File: src/rtl/lab00_debounce.sv
// ---------------------------------------------------------------------------
// lab00_debounce
//
// Turns a raw, asynchronous and bouncy button/switch level into a clean
// level plus one-cycle edge pulses. The clean level drives the lab00 inverter.
//
// Parameters
//   STABLE_CYCLES : number of consecutive cycles the synchronized input must
//                   disagree with o_y before o_y follows it (1..2^CNT_W-1)
//   CNT_W         : width of the stability counter
//
// Ports
//   i_clk   : sole clock, all state changes on its rising edge
//   i_rst   : synchronous active-high reset
//   i_x     : raw asynchronous level
//   o_y     : debounced level (registered)
//   o_rise  : one-cycle pulse after o_y goes 0->1 (registered)
//   o_fall  : one-cycle pulse after o_y goes 1->0 (registered)
//   o_count : number of rising events since reset, modulo 256 (registered)
// ---------------------------------------------------------------------------
module lab00_debounce #(
    parameter int unsigned STABLE_CYCLES = 4,
    parameter int unsigned CNT_W         = 4
) (
    input  logic       i_clk,
    input  logic       i_rst,
    input  logic       i_x,
    output logic       o_y,
    output logic       o_rise,
    output logic       o_fall,
    output logic [7:0] o_count
);

    // Terminal count: the mismatch has lasted STABLE_CYCLES cycles when the
    // counter already holds STABLE_CYCLES-1 and still sees a mismatch.
    localparam logic [CNT_W-1:0] CNT_LAST = CNT_W'(STABLE_CYCLES - 1);

    logic             sync1_r;
    logic             sync2_r;
    logic [CNT_W-1:0] cnt_r;
    logic             y_r;
    logic             rise_r;
    logic             fall_r;
    logic [7:0]       count_r;

    logic             mismatch_s;
    logic             load_s;
    logic [CNT_W-1:0] cnt_nxt_s;

    // Stability counter next-state and output-load decision.
    always_comb begin
        mismatch_s = sync2_r ^ y_r;
        load_s     = 1'b0;
        cnt_nxt_s  = {CNT_W{1'b0}};
        if (!mismatch_s) begin
            // Any agreeing cycle restarts the stability window.
            cnt_nxt_s = {CNT_W{1'b0}};
        end else if (cnt_r == CNT_LAST) begin
            load_s    = 1'b1;
            cnt_nxt_s = {CNT_W{1'b0}};
        end else begin
            cnt_nxt_s = cnt_r + CNT_W'(1);
        end
    end

    // Synchronizer, counter, debounced level, edge pulses and rise counter.
    always_ff @(posedge i_clk) begin
        if (i_rst) begin
            sync1_r <= 1'b0;
            sync2_r <= 1'b0;
            cnt_r   <= {CNT_W{1'b0}};
            y_r     <= 1'b0;
            rise_r  <= 1'b0;
            fall_r  <= 1'b0;
            count_r <= 8'd0;
        end else begin
            sync1_r <= i_x;
            sync2_r <= sync1_r;
            cnt_r   <= cnt_nxt_s;
            // A load always flips y_r, so the new value (sync2_r) tells the
            // direction of the edge.
            rise_r  <= load_s & sync2_r;
            fall_r  <= load_s & ~sync2_r;
            if (load_s) begin
                y_r <= sync2_r;
            end else begin
                y_r <= y_r;
            end
            if (load_s && sync2_r) begin
                count_r <= count_r + 8'd1;
            end else begin
                count_r <= count_r;
            end
        end
    end

    assign o_y     = y_r;
    assign o_rise  = rise_r;
    assign o_fall  = fall_r;
    assign o_count = count_r;

endmodule

File: config.mk
export PLATFORM = sky130hd
export DESIGN_NAME = lab00_debounce
export DESIGN_NICKNAME = d
export VERILOG_FILES = /design/src/rtl/lab00_debounce.sv
export SDC_FILE = /design/constraint.sdc
export NUM_CORES = 1
export LEC_CHECK = 0
export CAP_MARGIN = 20
export CORE_MARGIN = 2
export CORE_UTILIZATION = 30
export CTS_CLUSTER_DIAMETER = 40
export DETAILED_ROUTE_END_ITERATION = 8
export PLACE_DENSITY = 0.63
export SLEW_MARGIN = 20
export SYNTH_ARGS = -nofsm -noshare
export SYNTH_HDL_FRONTEND = slang
export SYNTH_SLANG_ARGS = --single-unit
File: constraint.sdc
create_clock -name i_clk -period 2.3 [get_ports i_clk]
set_input_delay 0.345 -clock i_clk [delete_from_list [all_inputs] [get_ports i_clk]]
set_output_delay 0.345 -clock i_clk [all_outputs]
set_load 0.02 [all_outputs]
==> flow_summary.ini <==
[outcome]
status = complete, no violations

[routing]
routedWlPerCell_um = 11.4
routed_wl_mm = 1.32
ant_nets = 0
route.detailed.drc = 0
drtIter0Drc = 6
vias_per_cell = 5.16
dr.pass1.iters = 3
vias = 598

[sta]
period_needed_ns = 1.82
hold-worst-slack_ns = 0.442
fin_setup_tns_ns = 0
max_slew_margin_pct = 65.7
rsz0062_at_grt = false
setup_ws_ns = 0.478
timing.final.crit_share_pct = 79.2
tightestPinTransition_ns = 0.513
hold_viol_final = 0
setup_viol_count_final = 0
drv_slew = 0
skew_ns = 0.00544
fmax_mhz = 549

[grt]
grt_overflow_total = 0
grt_pass1_vias = 590
grt_pass1_wl_mm = 2.35
antenna_found_initial = 0
grt_max_degree = 15
track_usage_pct = 11.9

[placement]
dp_hpwl_um = 995
dp.cells = 112
gp_congestion = 0.688
dpl-instance-area_um2 = 847
pre_cts_slack_ns = 0.478
port_buffers = 13

[min_path]
min_path_type = flop to flop

[worst_setup_path]
critical_path_arrival_ns = 2.03
path_class = flop to flop
cp_max_fo = 12
cp-start-kind = flop
end_kind = flop
cp.required_ns = 2.51

[synthesis]
syn_avg_cell_area_um2 = 9.38
synth_area_um2 = 694
ys_types = 24
synth_warnings = 0
ys_seq_area_share_pct = 49.0
ys_ff_latch = 17
synthCells = 74
synth_fp_nets = 79

[clock_network]
post_cts_buffers = 0
h-tree-depth = 1
insertion_delay_ns = 0.28
ctsResizeCount = 0
clk_path_buf_depth = 2
cts_sinks = 17
clk_pin_slew_ns = 0.09
cts-root-buf = clkbuf_4
cts_tree = done
cts_hold_buf = 0
cts_made_buffers = 3

[floorplan]
rows = 17
num_io_pins = 14
die_w_um = 52.1
coreArea_um2 = 2190
die-area_um2 = 2720
initial_utilization_pct = 31.7
die_height_um = 52.1

[power]
power_leakage_nw = 0.264
p_seq_share_pct = 64.5
switching_power_uw = 93.3
p_int_uw = 368
power_uw = 462
pwr-share-comb_pct = 2.5
ir_drop_mv = 0.389
p_clk_share_pct = 33.0
p_sw_share_pct = 20.2
power_density_nw_per_um2 = 529

[flow_run]
cap_violations = 0

[final_layout]
n_antenna_cell = 0
fin_nets = 94
layoutNonFillerInstCount = 116
syn_to_final_growth_pct = 25.8
fin_util_pct = 39.9
design_area_um2 = 873
drive_gt1_share_pct = 3.41
[final timing paths]
kind | from | to | slack [ns] | depth (start not counted)
hold / removal | sync1_r$_SDFF_PP0_ | sync2_r$_SDFF_PP0_ | 0.44 | 1
setup / recovery | cnt_r[0]$_SDFF_PP0_ | o_count[3]$_SDFFE_PP0P_ | 0.48 | 4
hold reg to reg | sync1_r$_SDFF_PP0_ | sync2_r$_SDFF_PP0_ | 0.44 | 1
setup reg to reg | cnt_r[0]$_SDFF_PP0_ | o_count[3]$_SDFFE_PP0P_ | 0.48 | 4
[power groups by stage]
| stage | Combinational [mW] | Sequential, mW | Clock, mW |
|---|---|---|---|
| after floorplan | 0.00652 | 0.304 | 0 |
| after global placement | 0.0113 | 0.304 | 0 |
| after detailed placement | 0.0117 | 0.304 | 0 |
| after CTS | 0.0117 | 0.298 | 0.165 |
| after global routing | 0.0129 | 0.298 | 0.180 |
| final | 0.0116 | 0.298 | 0.152 |
[logic make-up after synthesis]
logic type      synth area share (%)
simple gates                    26.3
fa+ha+maj                       3.60
compound gates                  15.7
buf+inv                         2.88
flops                           49.0
xor+xnor                        2.52
[cell type report]
class | instances | area [um2]
sequential | 17 | 340
clock buffer | 4 | 26.3
multi-input combinational | 52 | 334
fill | 214 | 1320
timing repair buffer | 13 | 130
tap | 28 | 35.0
inverter | 2 | 7.51
[Yosys cell counts]
library cell / n / share of area (%)
nor3_1: 2 / 1.4
buf_2: 1 / 0.72
o21ai_0: 2 / 1.4
a211o_1: 1 / 1.3
nor2_1: 4 / 2.2
xnor2_1: 1 / 1.3
nand2b_1: 2 / 1.8
nand4b_1: 2 / 2.5
nand3_1: 3 / 2.2
clkbuf_1: 2 / 1.1
nand4bb_1: 1 / 1.6
nor2b_1: 2 / 1.8
or3b_1: 1 / 1.3
a21oi_1: 9 / 6.5
dfxtp_1: 17 / 49
nor3b_1: 1 / 1.1
or3_1: 1 / 0.90
nand4_1: 1 / 0.90
ha_1: 2 / 3.6
inv_1: 2 / 1.1
xor2_1: 1 / 1.3
o31ai_1: 6 / 6.5
or4_1: 6 / 6.5
nand2_1: 4 / 2.2
[layer usage]
| metal | vias to the layer above | global-route usage, % | share of wire, % |
|---|---|---|---|
| li1 | 305 | - | - |
| met5 | - | 0 | 0 |
| met4 | 0 | 3.95 | 0.91 |
| met2 | 11 | 20.7 | 49 |
| met1 | 280 | 12.8 | 45 |
| met3 | 2 | 5.17 | 4.8 |
[critical path: stages, from the launching register on]
cell     delay [ns]
dfxtp_1        0.36
ha_1           0.21
or3b_1         0.52
or4_1          0.51
a21oi_1        0.15
[flip-flops by register name, indices dropped and copies added (netlist names)]
register and flops:
o_fall 1, o_rise 1, sync1_r 1, sync2_r 1, cnt_r 4, o_count 8, o_y 1
[placed cells by master, fill, tap and decap left out, types with 3 or more instances in the layout]
cell type        synthesis  final
a21oi_1                  9      9
or4_1                    6      6
nand3_1                  3      3
o31ai_1                  6      6
dfxtp_1                 17     17
nor2_1                   4      4
nand2_1                  4      4
clkdlybuf4s50_1          0     13
clkbuf_4                 0      3
(Power assumes the default switching activity.)
